===== src/rtl/seg_display_arbiter_pkg.sv =====
// Shared types and defaults for the 7-segment display arbiter.
package seg_display_arbiter_pkg;

  localparam int unsigned MAX_REQ          = 4;
  localparam int unsigned HEX_W            = 4 * MAX_REQ;
  localparam int unsigned DEF_HOLD_CYCLES  = 25_000_000;  // 1 s at 25 MHz
  localparam int unsigned DEF_BLANK_CYCLES = 2_500_000;   // 0.1 s at 25 MHz
  localparam int unsigned DEF_CNT_W        = 25;

  typedef enum logic [1:0] {
    ST_IDLE  = 2'd0,
    ST_SHOW  = 2'd1,
    ST_BLANK = 2'd2
  } state_e;

  // Pick nibble idx out of a packed vector of up to MAX_REQ hex digits.
  function automatic logic [3:0] nibble_sel(input logic [HEX_W-1:0] hex,
                                            input logic [1:0]       idx);
    return hex[{idx, 2'b00} +: 4];
  endfunction

endpackage


===== src/rtl/seg_display_arbiter_if.sv =====
// Requester/display bundle between the sources and the arbiter.
interface seg_display_arbiter_if #(
  parameter int unsigned NUM_REQ = 4
) ();

  logic [NUM_REQ-1:0]   i_Req;
  logic [4*NUM_REQ-1:0] i_Hex;
  logic [NUM_REQ-1:0]   o_Grant;
  logic [3:0]           o_Hex;
  logic                 o_Blank;
  logic                 o_Busy;

  modport master (
    output i_Req, i_Hex,
    input  o_Grant, o_Hex, o_Blank, o_Busy
  );

  modport slave (
    input  i_Req, i_Hex,
    output o_Grant, o_Hex, o_Blank, o_Busy
  );

endinterface


===== src/rtl/seg_display_arbiter_rr_arbiter.sv =====
// Combinational requester picker: round-robin from ptr_i with wrap, or
// fixed lowest-index priority when SEG_ARB_FIXED_PRIO_EN is defined.
module seg_display_arbiter_rr_arbiter #(
  parameter  int unsigned NUM_REQ = 4,
  localparam int unsigned IDX_W   = $clog2(NUM_REQ)
) (
  input  logic [NUM_REQ-1:0] req_i,
  input  logic [IDX_W-1:0]   ptr_i,
  output logic [NUM_REQ-1:0] gnt_c_o,
  output logic [IDX_W-1:0]   idx_c_o,
  output logic               valid_c_o
);

  logic [IDX_W-1:0] cand;

`ifdef SEG_ARB_FIXED_PRIO_EN
  logic unused_ptr;
  assign unused_ptr = ^ptr_i;

  // Lowest asserted index wins; pointer is ignored.
  always_comb begin
    gnt_c_o   = '0;
    idx_c_o   = '0;
    valid_c_o = 1'b0;
    cand      = '0;
    for (int i = 0; i < NUM_REQ; i++) begin
      cand = IDX_W'(i);
      if (!valid_c_o && req_i[cand]) begin
        gnt_c_o[cand] = 1'b1;
        idx_c_o       = cand;
        valid_c_o     = 1'b1;
      end
    end
  end
`else
  // First asserted request at or after the pointer, wrapping around.
  always_comb begin
    gnt_c_o   = '0;
    idx_c_o   = '0;
    valid_c_o = 1'b0;
    cand      = '0;
    for (int i = 0; i < NUM_REQ; i++) begin
      cand = IDX_W'((32'(ptr_i) + 32'(i)) % NUM_REQ);
      if (!valid_c_o && req_i[cand]) begin
        gnt_c_o[cand] = 1'b1;
        idx_c_o       = cand;
        valid_c_o     = 1'b1;
      end
    end
  end
`endif

endmodule


===== src/rtl/seg_display_arbiter.sv =====
// Shares one 7-segment digit between NUM_REQ sources with a minimum dwell
// per owner and a blank gap between owners. Define SEG_ARB_FIXED_PRIO_EN
// for fixed lowest-index priority instead of round-robin.
module seg_display_arbiter
  import seg_display_arbiter_pkg::*;
#(
  parameter int unsigned NUM_REQ      = 4,
  parameter int unsigned HOLD_CYCLES  = DEF_HOLD_CYCLES,
  parameter int unsigned BLANK_CYCLES = DEF_BLANK_CYCLES,
  parameter int unsigned CNT_W        = DEF_CNT_W
) (
  input  logic                        i_Clk,
  input  logic                        i_Rst,
  seg_display_arbiter_if.slave        bus
);

  localparam int unsigned      IDX_W      = $clog2(NUM_REQ);
  localparam logic [CNT_W-1:0] HOLD_LAST  = CNT_W'(HOLD_CYCLES - 1);
  localparam logic [CNT_W-1:0] BLANK_LAST = CNT_W'(BLANK_CYCLES - 1);

  state_e             state_q;
  logic [CNT_W-1:0]   cnt_q;
  logic [IDX_W-1:0]   ptr_q;
  logic [IDX_W-1:0]   owner_q;
  logic [NUM_REQ-1:0] grant_q;
  logic [3:0]         hex_q;
  logic               blank_q;
  logic               busy_q;

  logic [NUM_REQ-1:0] arb_gnt;
  logic [IDX_W-1:0]   arb_idx;
  logic               arb_valid;
  logic [IDX_W-1:0]   ptr_d;
  logic [3:0]         win_hex;
  logic [3:0]         own_hex;
  logic               owner_req;
  logic               others_req;

  seg_display_arbiter_rr_arbiter #(
    .NUM_REQ (NUM_REQ)
  ) u_arb (
    .req_i     (bus.i_Req),
    .ptr_i     (ptr_q),
    .gnt_c_o   (arb_gnt),
    .idx_c_o   (arb_idx),
    .valid_c_o (arb_valid)
  );

  // Pointer value after the current owner gives up the display.
  always_comb begin
    ptr_d = '0;
`ifndef SEG_ARB_FIXED_PRIO_EN
    ptr_d = (owner_q == IDX_W'(NUM_REQ - 1)) ? '0 : owner_q + IDX_W'(1);
`endif
  end

  // Nibble selection and owner/competitor request status.
  always_comb begin
    win_hex    = nibble_sel(HEX_W'(bus.i_Hex), 2'(arb_idx));
    own_hex    = nibble_sel(HEX_W'(bus.i_Hex), 2'(owner_q));
    owner_req  = bus.i_Req[owner_q];
    others_req = |(bus.i_Req & ~grant_q);
  end

  // Dwell FSM with registered display outputs.
  always_ff @(posedge i_Clk or posedge i_Rst) begin
    if (i_Rst) begin
      state_q <= ST_IDLE;
      cnt_q   <= '0;
      ptr_q   <= '0;
      owner_q <= '0;
      grant_q <= '0;
      hex_q   <= 4'h0;
      blank_q <= 1'b1;
      busy_q  <= 1'b0;
    end else begin
      unique case (state_q)
        ST_IDLE: begin
          if (arb_valid) begin
            state_q <= ST_SHOW;
            cnt_q   <= '0;
            owner_q <= arb_idx;
            grant_q <= arb_gnt;
            hex_q   <= win_hex;
            blank_q <= 1'b0;
            busy_q  <= 1'b1;
          end
        end
        ST_SHOW: begin
          cnt_q <= cnt_q + CNT_W'(1);
          if (!owner_req) begin
            // Source vanished: release early.
            ptr_q   <= ptr_d;
            state_q <= ST_BLANK;
            cnt_q   <= '0;
            grant_q <= '0;
            blank_q <= 1'b1;
          end else if (cnt_q == HOLD_LAST) begin
            ptr_q <= ptr_d;
            if (others_req) begin
              state_q <= ST_BLANK;
              cnt_q   <= '0;
              grant_q <= '0;
              blank_q <= 1'b1;
            end else begin
              // Sole requester keeps the digit and refreshes its value.
              cnt_q <= '0;
              hex_q <= own_hex;
            end
          end
        end
        ST_BLANK: begin
          cnt_q <= cnt_q + CNT_W'(1);
          if (cnt_q == BLANK_LAST) begin
            cnt_q <= '0;
            if (arb_valid) begin
              state_q <= ST_SHOW;
              owner_q <= arb_idx;
              grant_q <= arb_gnt;
              hex_q   <= win_hex;
              blank_q <= 1'b0;
            end else begin
              state_q <= ST_IDLE;
              busy_q  <= 1'b0;
            end
          end
        end
        default: begin
          state_q <= ST_IDLE;
          cnt_q   <= '0;
          grant_q <= '0;
          blank_q <= 1'b1;
          busy_q  <= 1'b0;
        end
      endcase
    end
  end

  assign bus.o_Grant = grant_q;
  assign bus.o_Hex   = hex_q;
  assign bus.o_Blank = blank_q;
  assign bus.o_Busy  = busy_q;

endmodule


===== src/flat_wrapper.sv =====
// flat-port wrapper written by rule: the top's interface ports become plain ports
module seg_display_arbiter_flat import seg_display_arbiter_pkg::*;
#(
  parameter int unsigned NUM_REQ      = 4,
  parameter int unsigned HOLD_CYCLES  = DEF_HOLD_CYCLES,
  parameter int unsigned BLANK_CYCLES = DEF_BLANK_CYCLES,
  parameter int unsigned CNT_W        = DEF_CNT_W
)
  (i_Clk, i_Rst, bus_i_Req, bus_i_Hex, bus_o_Grant, bus_o_Hex, bus_o_Blank, bus_o_Busy);
  seg_display_arbiter_if #(.NUM_REQ(NUM_REQ)) bus_i ();
  input  logic i_Clk;
  input  logic i_Rst;
  input wire logic [$bits(bus_i.i_Req)-1:0] bus_i_Req;
  input wire logic [$bits(bus_i.i_Hex)-1:0] bus_i_Hex;
  output wire logic [$bits(bus_i.o_Grant)-1:0] bus_o_Grant;
  output wire logic [$bits(bus_i.o_Hex)-1:0] bus_o_Hex;
  output wire logic [$bits(bus_i.o_Blank)-1:0] bus_o_Blank;
  output wire logic [$bits(bus_i.o_Busy)-1:0] bus_o_Busy;
  assign bus_i.i_Req = bus_i_Req;
  assign bus_i.i_Hex = bus_i_Hex;
  assign bus_o_Grant = bus_i.o_Grant;
  assign bus_o_Hex = bus_i.o_Hex;
  assign bus_o_Blank = bus_i.o_Blank;
  assign bus_o_Busy = bus_i.o_Busy;
  seg_display_arbiter #(.NUM_REQ(NUM_REQ), .HOLD_CYCLES(HOLD_CYCLES), .BLANK_CYCLES(BLANK_CYCLES), .CNT_W(CNT_W)) u_core (.i_Clk(i_Clk), .i_Rst(i_Rst), .bus(bus_i));
endmodule

===== config.mk =====
export PLATFORM = sky130hd
export DESIGN_NAME = seg_display_arbiter_flat
export DESIGN_NICKNAME = d
export VERILOG_FILES = /design/src/rtl/seg_display_arbiter_pkg.sv /design/src/rtl/seg_display_arbiter_if.sv /design/src/rtl/seg_display_arbiter_rr_arbiter.sv /design/src/rtl/seg_display_arbiter.sv /design/src/flat_wrapper.sv
export SDC_FILE = /design/constraint.sdc
export NUM_CORES = 1
export LEC_CHECK = 0
export CAP_MARGIN = 20
export CORE_AREA = 2 2 100 102
export CTS_BUF_LIST = sky130_fd_sc_hd__clkbuf_16
export DETAILED_ROUTE_END_ITERATION = 7
export DIE_AREA = 0 0 102 104
export DONT_BUFFER_PORTS = 1
export SYNTH_ARGS = -nofsm -noshare
export SYNTH_HDL_FRONTEND = slang
export SYNTH_SLANG_ARGS = --single-unit

===== constraint.sdc =====
create_clock -name i_Clk -period 5 [get_ports i_Clk]
set_clock_uncertainty 0.1 [all_clocks]
set_input_delay 1 -clock i_Clk [delete_from_list [all_inputs] [get_ports i_Clk]]
set_output_delay 1 -clock i_Clk [all_outputs]
set_load 0.02 [all_outputs]

# ---- Word level (Yosys, flattened, before mapping)
# Cells that the tools add are included.
dict set report totals {
  output_inout_bits 10
  in_bits 22
  elab_cells 134
  register_bits 41
}
dict set report op_classes {
  add_sub_neg 5
  muxes 70
  eq_ne 14
  n_lt_le_gt_ge 9
  bitwise 6
  shift 2
  reduce_logical 20
}
# op count
set op_table {}
lappend op_table {{25-bit two-way mux} 4}
lappend op_table {{25-bit case mux with 3 select lines} 1}
lappend op_table {{4-bit two-way mux} 14}
lappend op_table {{16-bit by 5-bit variable part select with 4-bit output} 2}
lappend op_table {{2-bit two-way mux} 14}
lappend op_table {{25-bit by 1-bit adder with 25-bit output (second input constant)} 1}
lappend op_table {{25-bit by 22-bit equality test with 1-bit output (second input constant)} 1}
lappend op_table {{25-bit equality test (second input constant)} 1}
lappend op_table {{4-bit case mux with 3 select lines} 2}
lappend op_table {{1-bit two-way mux} 22}
lappend op_table {{2-bit by 3-bit less-than comparator with 1-bit output (second input constant)} 5}
lappend op_table {{4-bit OR} 3}
lappend op_table {{1-bit binary-select mux with 2-bit select} 5}
lappend op_table {{1-bit demux with 2-bit select} 4}
lappend op_table {{2-bit by 1-bit >= comparator with 1-bit output (second input constant)} 4}
lappend op_table {{2-bit by 1-bit != test with 1-bit output (second input constant)} 4}
lappend op_table {{4-bit AND reduction} 2}
lappend op_table {{1-bit logical AND} 7}
lappend op_table {{2-bit != test (second input constant)} 3}
lappend op_table {{3-bit != test (second input constant)} 2}
lappend op_table {{1-bit case mux with 3 select lines} 2}
lappend op_table {{2-bit case mux with 3 select lines} 1}
lappend op_table {{5-bit AND reduction} 1}
lappend op_table {{2-bit by 1-bit adder with 2-bit output (second input constant)} 2}
lappend op_table {{14 further kinds} 19}

# ---- Depth between registers and ports, before layout
# Gate-level depths: netlist of run 1.
dict set report depth {
  word_depth 16
  depth_mapped 11
  depth_no_buf 8
}

# ---- By module
# A second synthesis of run 1 with hierarchy kept.
dict set report hier_totals {
  cells_unflattened 350
  hier_area_um2 3163.0
}
# module seq_area_each_um2 area_per_inst_um2 cells_per_inst n_inst
set by_module_without_submodules {}
lappend by_module_without_submodules {seg_display_arbiter 1027.2 2743.9 305 1}
lappend by_module_without_submodules {seg_display_arbiter_rr_arbiter 0.0 419.2 45 1}

# ---- Worst setup path after synthesis of run 1
# No wires, ideal clock.
dict set report synth_timing {
  path_kind {register -> register}
  from {register u_core.ptr_q[0]}
  to {register u_core.hex_q[1] (netlist: u_core.bus.o_Hex[1])}
  path_stages_with_launch 10
  n_path_buf 2
  setup_slack_ps 2185
  setup_time_ps 138
  t_arrival_ps 2576
  period_less_slack_ps 2815
  required_ps 4762
  cell_sequence {dfrtp_1 > buf_6 > clkbuf_1 > inv_1 > ha_1 > mux4_2 > o2111ai_2 > nand4_1 > a211oi_1 > o31ai_1}
}
dict set report synth_between {
  elab_chain_len 16
  word_cells_on_any_way 29
  classes_between {add/sub (3); shift (1); mux (19); reduce/logical (6)}
}
# item line
set synth_rtl {}
lappend synth_rtl {{start: declaration} seg_display_arbiter.sv:23} ;# logic [IDX_W-1:0] ptr_q;
lappend synth_rtl {{start signal: assignment} seg_display_arbiter.sv:93} ;# ptr_q <= ptr_d;
lappend synth_rtl {{start signal: assignment} seg_display_arbiter.sv:99} ;# ptr_q <= ptr_d;
lappend synth_rtl {{branches (longest 13 deep; another with 2-bit by 1-bit adder with 2-bit output)} --}
lappend synth_rtl {{4-bit two-way mux (*)} {seg_display_arbiter.sv:79, seg_display_arbiter.sv:116}}
lappend synth_rtl {{4-bit two-way mux} seg_display_arbiter.sv:114} ;# if (cnt_q == BLANK_LAST) begin
lappend synth_rtl {{4-bit case mux with 3 select lines (*)} seg_display_arbiter.sv:77} ;# unique case (state_q)
lappend synth_rtl {{end signal: assignment} seg_display_arbiter.sv:84} ;# hex_q <= win_hex;
lappend synth_rtl {{end signal: assignment} seg_display_arbiter.sv:108} ;# hex_q <= own_hex;
lappend synth_rtl {{end signal: assignment} seg_display_arbiter.sv:120} ;# hex_q <= win_hex;
lappend synth_rtl {{end: declaration} seg_display_arbiter.sv:26} ;# logic [3:0] hex_q;
# Every way passes the cells marked *. The select of a mux whose other input is x is not followed.
# A chain may end at the register's enable or synchronous reset.

# ---- Worst setup path after layout of run 1
# Same ends and word-level chain as after synthesis.

==> run_results.csv, run 1 <==
group,metric,value,unit
status,status,"complete, no violations",
synthesis,synth-edff-count,0,
global_route,top_usage_layer,"met2",
floorplanning,die_y,104,µm
critical_path,cp.arrival,3.35,ns
timing,worst_pin_slew,0.802,ns
critical_path,path_cells,"inv_1 > ha_1 > mux4_2 > o2111ai_2 > nand4_1 > a211oi_1 > o31ai_1",
synthesis,synth.most_common_cell,"dfrtp_1",
timing,slew_violations,0,
timing,layout_worst_path_cycle_share,66.1,%
pwr,cellPowerDensity,214,mW/mm²
timing,hold_violations,0,
timing,fin_crit,3.31,ns
synthesis,synth_top_area_share,33.7,%
place,dpl.cell_count,438,
clocking,cts_buffers,5,
synthesis,ys_top_cells_by_area,"dfrtp_1 (34%), ha_1 (5.5%), nor2_1 (4.9%), nand2_1 (3.5%), xor2_1 (3.2%)",
clocking,cts_tree,"built",
floorplanning,core,0.00955,mm²
place,numPortBuffers,0,
pwr,p_leak,1.32,nW
place,dp_hpwl,4990,µm
synthesis,ys.flop_type,"dfrtp_1",
hold_path,min_path_type,"flip-flop to flip-flop",
clocking,post_cts_buffers,0,
layout,nNetsFinal,347,
job,cap_violations,0,
floorplanning,start_util,31.1,%
clocking,cts_root_buf,"clkbuf_16",
global_route,grt_pass1_vias,2310,
synthesis,synthCells,316,
global_route,use_met1,18.5,%
floorplanning,die-area,0.0106,mm²
global_route,grt_usage,13.6,%
global_route,grt_max_degree,42,
layout,layout.cells.non_filler,446,
critical_path,slowest_delay,0.77,ns
global_route,grt.overflow.total,0,
timing,grt_setup_unrepaired,"false",
floorplanning,ios,32,
floorplanning,die_w,102,µm
detailed_routing,drt_iter0_markers,131,
critical_path,worstPathMaxFanout,21,
critical_path,critPathSlowestCell,"dfrtp_1",
clocking,clk_pin_slew,0.05,ns
global_route,use_met3,2.69,%
critical_path,cp.required,5.05,ns
global_route,use_met2,21.2,%
layout,final_cell_area,0.00319,mm²
synthesis,ys_ff_latch,41,
detailed_routing,routed_wl,6880,µm
synthesis,synth_largest_area_cell,"dfrtp_1",
critical_path,start_kind,"flip-flop",
detailed_routing,routedWlPerCell,15.4,µm
place,dp_slack,1.73,ns
floorplanning,rows,36,
detailed_routing,first_pass_iters,4,
synthesis,ys_types,60,
pwr,finalPower,0.681,mW
timing,finalWorstSetupSlack,1.69,ns
synthesis,yosysSeqAreaShare,34.6,%
clocking,clockBufferDepth,2,
synthesis,avgSynthCellArea,9.40,µm²
global_route,grt_pass1_wl,11600,µm
global_route,antenna_found_initial,0,
clocking,cts-htree-levels,2,
layout,antenna_cells,0,
layout,synthToLayoutAreaGrowth,7.33,%
critical_path,worstSetupEndpointType,"flip-flop",
timing,fin_tns_setup,0,ns
clocking,cts_hold_buffers,0,
detailed_routing,ant_nets,0,
synthesis,synthArstFlopShare,100,%
synthesis,syn-cell-area,0.00297,mm²
detailed_routing,vias,2366,
layout,layout-drive-gt1-share,8.31,%
place,placed_area,0.00305,mm²
synthesis,yosysWarnings,0,
synthesis,syn_nets,351,
place,place_congestion,0.851,
critical_path,crit_type,"flip-flop to flip-flop",
detailed_routing,vias_per_cell,5.30,
timing,slew_headroom,46.4,%
timing,setup_viol,0,
detailed_routing,drc_errors,0,
synthesis,synth_common_cells,"dfrtp_1 (40), nor2_1 (39), nand2_1 (28), and3_1 (14), ha_1 (13)",
timing,fmax,303,MHz
pwr,peakVddDrop,0.000146,V
clocking,post_cts_resize_count,0,
clocking,clkLatencyLatePin,0.29,ns
clocking,cts.sinks,41,
final timing paths:
path	start	to	slack, ns	cells past startpoint
max	u_core.ptr_q[0]$_DFFE_PP0P_	u_core.bus.o_Hex[1]$_DFFE_PP0P_	1.69	7
min	u_core.bus.o_Blank$_DFFE_PP1P_	u_core.bus.o_Blank$_DFFE_PP1P_	0.42	2
max reg2reg	u_core.ptr_q[0]$_DFFE_PP0P_	u_core.bus.o_Hex[1]$_DFFE_PP0P_	1.69	7
min reg2reg	u_core.bus.o_Blank$_DFFE_PP1P_	u_core.bus.o_Blank$_DFFE_PP1P_	0.42	2
max in group asynchronous	i_Rst	u_core.cnt_q[11]$_DFFE_PP0P_	3.80	2
min in group asynchronous	i_Rst	u_core.bus.o_Grant[0]$_DFFE_PP0P_	0.64	2
power by group:
group | switching, mW | internal, mW | leakage (nW) | total [mW]
logic | 0.0250 | 0.0187 | 0.700 | 0.0437
clock network | 0.121 | 0.179 | 0.0738 | 0.300
registers | 0.00292 | 0.334 | 0.542 | 0.337
total | 0.149 | 0.532 | 1.32 | 0.681
worst max-delay path, delay by kind of cell, from the launching register on:
family / cells / cell delay, ns
adders and majority gates: 1 / 0.57
and+or+nand+nor: 1 / 0.21
muxes: 1 / 0.66
DFF: 1 / 0.77
AOI/OAI and AO/OA: 3 / 0.61
buffers and inverters: 1 / 0.23
through the flow:
step / hold WS (ns) / util (%)
2_1_floorplan: 0.387 / -
3_3_place_gp: 0.413 / 31.9
3_5_place_dp: 0.414 / 31.9
4_1_cts: 0.427 / 33.4
5_1_grt: 0.454 / 33.4
6_report: 0.417 / 33.4
cell type report:
cell class                      instances  area, µm²
Inverter                               12       45.0
Tap cell                              133        166
Timing Repair Buffer                    1       7.51
Multi-Input combinational cell        251       1800
Fill cell                            1007       6360
Clock buffer                            5        125
Sequential cell                        41       1030
Clock inverter                          3       11.3
state kept, by name, summed over array words and instances, names as in the netlist:
name and cells:
u_core.bus.o_Blank 1, u_core.bus.o_Busy 1, u_core.bus.o_Grant 4, u_core.bus.o_Hex 4, u_core.cnt_q 25, u_core.owner_q 2, u_core.ptr_q 2, u_core.state_q 2
cells by family (layout without fill, tap and decap cells):
family                   after synthesis  count (layout)  synth area share, %
multiplexers                          14              14                 6.66
flip-flops                            41              41                 34.6
adder cells (fa/ha/maj)               13              13                 5.48
AO/OA/AOI/OAI                         66              66                 18.2
buffers and inverters                 24              21                 4.64
XOR/XNOR                              17              17                 5.01
AND/OR/NAND/NOR                      141             141                 25.4
placed cells by master (no fill, tap or decap), drive strengths merged, types with 2 or more instances in the layout:
cell     instances
dfrtp           40
nor2            40
nand2           29
and3            14
inv             13
ha              13
xor2            11
a22o            10
nand3           10
a21oi            9
nand4            9
a211oi           9
mux2             7
xnor2            6
nand3b           6
o31ai            6
a21o             6
nor3             5
clkbuf           5
o21ai            5
a221o            4
nand2b           4
mux2i            4
nor4b            4
or3              4
nor4             4
and4             3
mux4             3
and4b            2
a31oi            2
and2             2
o32ai            2
clkinv           2
o311ai           2
o2111ai          2
o211ai           2
routing by layer:
metal / wire, µm / share of wire, %
met5: 0 / 0
met4: 122 / 1.8
met3: 245 / 3.6
met2: 3250 / 47
met1: 3260 / 47
Note: power is estimated with default switching activity, not from simulation.
==> run 2, diff against run 1 <==
==> constraint.sdc (replaced) <==
create_clock -name i_Clk -period 3.3 [get_ports i_Clk]
set_clock_uncertainty 0.1 [all_clocks]
set_input_delay 0.66 -clock i_Clk [delete_from_list [all_inputs] [get_ports i_Clk]]
set_output_delay 0.66 -clock i_Clk [all_outputs]
set_load 0.02 [all_outputs]
==> run 2 against run 1 <==
- total power increased by 65%
- largest power group is now the clock network
- via count grew 3.7%
- flip-flop and latch count unchanged
- hold slack worse by 0.26 ns
- sequential power increased by 52%
- register-to-register slack got worse by 1.1 ns
- first-iteration DRC count fell by 7.6%
- worst setup slack got worse by 1.1 ns
- global-route usage up 0.40 points
==> run_results.csv, run 2 (synthesized netlist as in run 1, its figures left out) <==
group,metric,value,unit
place,numPortBuffers,0,
place,dp_hpwl,5240,µm
layout,fillerInstances,1000,
detailed_routing,drc_errors,0,
timing,layout_worst_path_cycle_share,80.6,%
global_route,antenna_found_initial,0,
timing,grt_setup_unrepaired,"false",
clocking,clk_pin_slew,0.06,ns
critical_path,r2r_slack,0.64,ns
detailed_routing,drt_iter0_markers,121,
global_route,grt.overflow.total,0,
global_route,grt_max_degree,25,
critical_path,worstPathMaxFanout,13,
global_route,grt_pass1_vias,2369,
layout,final_cell_mix,"dfrtp_1 (40), nor2_1 (39), nand2_1 (28), and3_1 (14), ha_1 (13)",
critical_path,cp.required,3.34,ns
place,dpl.cell_count,441,
global_route,use_met1,19.1,%
floorplanning,start_util,31.1,%
pwr,finalPower,1.12,mW
timing,setup_viol,0,
timing,fin_tns_setup,0,ns
layout,largest-register,"u_core.cnt_q",
layout,multi_input_area,0.00180,mm²
timing,hold_violations,0,
clocking,cts_buffers,5,
layout,nNetsFinal,350,
global_route,top_usage_layer,"met2",
clocking,cts.sinks,41,
clocking,cts_tree,"built",
timing,slew_violations,0,
pwr,p_int,0.885,mW
place,place_congestion,0.829,
layout,fin_util,33.9,%
floorplanning,rows,36,
critical_path,worstSetupEndpointType,"flip-flop",
critical_path,start_kind,"flip-flop",
pwr,clock_power_share,48.6,%
pwr,p_leak,1.34,nW
layout,layout.cells.non_filler,449,
layout,antenna_cells,0,
pwr,switching_share,21.1,%
layout,layout_commonest_cell,"dfrtp_1",
critical_path,worstSetupEndpoint,"u_core.bus.o_Hex[1]$_DFFE_PP0P_",
detailed_routing,routed_wl,7190,µm
critical_path,rr_endpoint,"u_core.bus.o_Hex[1]$_DFFE_PP0P_",
pwr,power_frac_seq,45.5,%
clocking,cts_hold_buffers,0,
global_route,use_met3,2.22,%
job,cap_violations,0,
critical_path,r2r_start,"u_core.ptr_q[0]$_DFFE_PP0P_",
clocking,post_cts_buffers,0,
detailed_routing,routedWlPerCell,16.0,µm
critical_path,r2r_cells,7,
hold_path,min_path_type,"input port to async pin",
floorplanning,core,0.00955,mm²
pwr,switchingPower,0.237,mW
floorplanning,die_w,102,µm
global_route,grt_pass1_wl,12100,µm
floorplanning,die_y,104,µm
pwr,comb_power_share,5.9,%
timing,worst_pin_slew,0.685,ns
layout,synthToLayoutAreaGrowth,8.98,%
timing,slew_headroom,54.3,%
global_route,use_met2,23.2,%
clocking,cts_root_buf,"clkbuf_16",
timing,fmax,376,MHz
clocking,clockBufferDepth,2,
critical_path,cp.arrival,2.70,ns
critical_path,crit_path_start,"u_core.ptr_q[0]$_DFFE_PP0P_",
pwr,cellPowerDensity,347,mW/mm²
timing,fin_crit,2.66,ns
clocking,cts-htree-levels,2,
pwr,peakVddDrop,0.000217,V
clocking,post_cts_resize_count,0,
floorplanning,ios,32,
detailed_routing,vias,2453,
layout,largest_register_ffs,25,
detailed_routing,ant_nets,0,
floorplanning,die-area,0.0106,mm²
global_route,grt_usage,14.0,%
clocking,clkLatencyLatePin,0.28,ns
place,placed_area,0.00307,mm²
detailed_routing,vias_per_cell,5.46,
layout,layout-drive-gt1-share,9.49,%
detailed_routing,first_pass_iters,4,
layout,final_cell_area,0.00324,mm²
layout,register_area,0.00103,mm²
critical_path,crit_type,"flip-flop to flip-flop",
status,status,"complete, no violations",
## run 2: changes by cell type in the layout (fill, tap and decap cells not counted), sizes merged
cell	change
buf	+3
bufinv	+1
inv	-1
## run 2: power groups by stage
stage	Combinational, mW	Sequential [mW]	Clock, mW
4_1_cts	0.0664	0.510	0.552
2_1_floorplan	0.0621	0.518	0
3_3_place_gp	0.0648	0.519	0
6_report	0.0665	0.511	0.545
5_1_grt	0.0748	0.511	0.578
3_5_place_dp	0.0659	0.520	0
## run 2: worst max-delay path, stage by stage, from the launching register on
cell       delay, ns
dfrtp_1         0.34
inv_1           0.09
ha_1            0.52
mux4_2          0.66
o2111ai_2       0.21
nand4_1         0.20
a211oi_1        0.30
o31ai_1         0.11
## run 2: how the worst min path moves through the flow
stage	from	to	slack [ns]	depth (start not counted)
global route	i_Rst	u_core.cnt_q[19]$_DFFE_PP0P_	0.22	1
floorplan	u_core.cnt_q[1]$_DFFE_PP0P_	u_core.cnt_q[1]$_DFFE_PP0P_	0.39	2
global placement	u_core.cnt_q[1]$_DFFE_PP0P_	u_core.cnt_q[1]$_DFFE_PP0P_	0.41	2
detailed placement	u_core.cnt_q[1]$_DFFE_PP0P_	u_core.cnt_q[1]$_DFFE_PP0P_	0.41	2
finish	i_Rst	u_core.cnt_q[18]$_DFFE_PP0P_	0.16	1
CTS	i_Rst	u_core.cnt_q[19]$_DFFE_PP0P_	0.18	1
## run 2: metrics by stage
stage	setup slack (ns)	hold WS [ns]
4_1_cts	0.658	0.175
3_5_place_dp	0.655	0.411
5_1_grt	0.467	0.218
6_report	0.641	0.161
2_1_floorplan	0.485	0.387
3_3_place_gp	0.751	0.410
## run 2: final cells by class
type,instances,share of cell area (%)
clock buffer,5,3.87
sequential,41,31.7
multi-input combinational,251,55.8
clock inverter,3,1.16
timing repair buffer,4,0.928
tap,133,5.14
inverter,12,1.39
## run 2: metal layers
layer	vias up	wire, µm
li1	1176	-
met1	1232	3330
met2	39	3620
met3	6	187
met4	0	53
met5	-	0
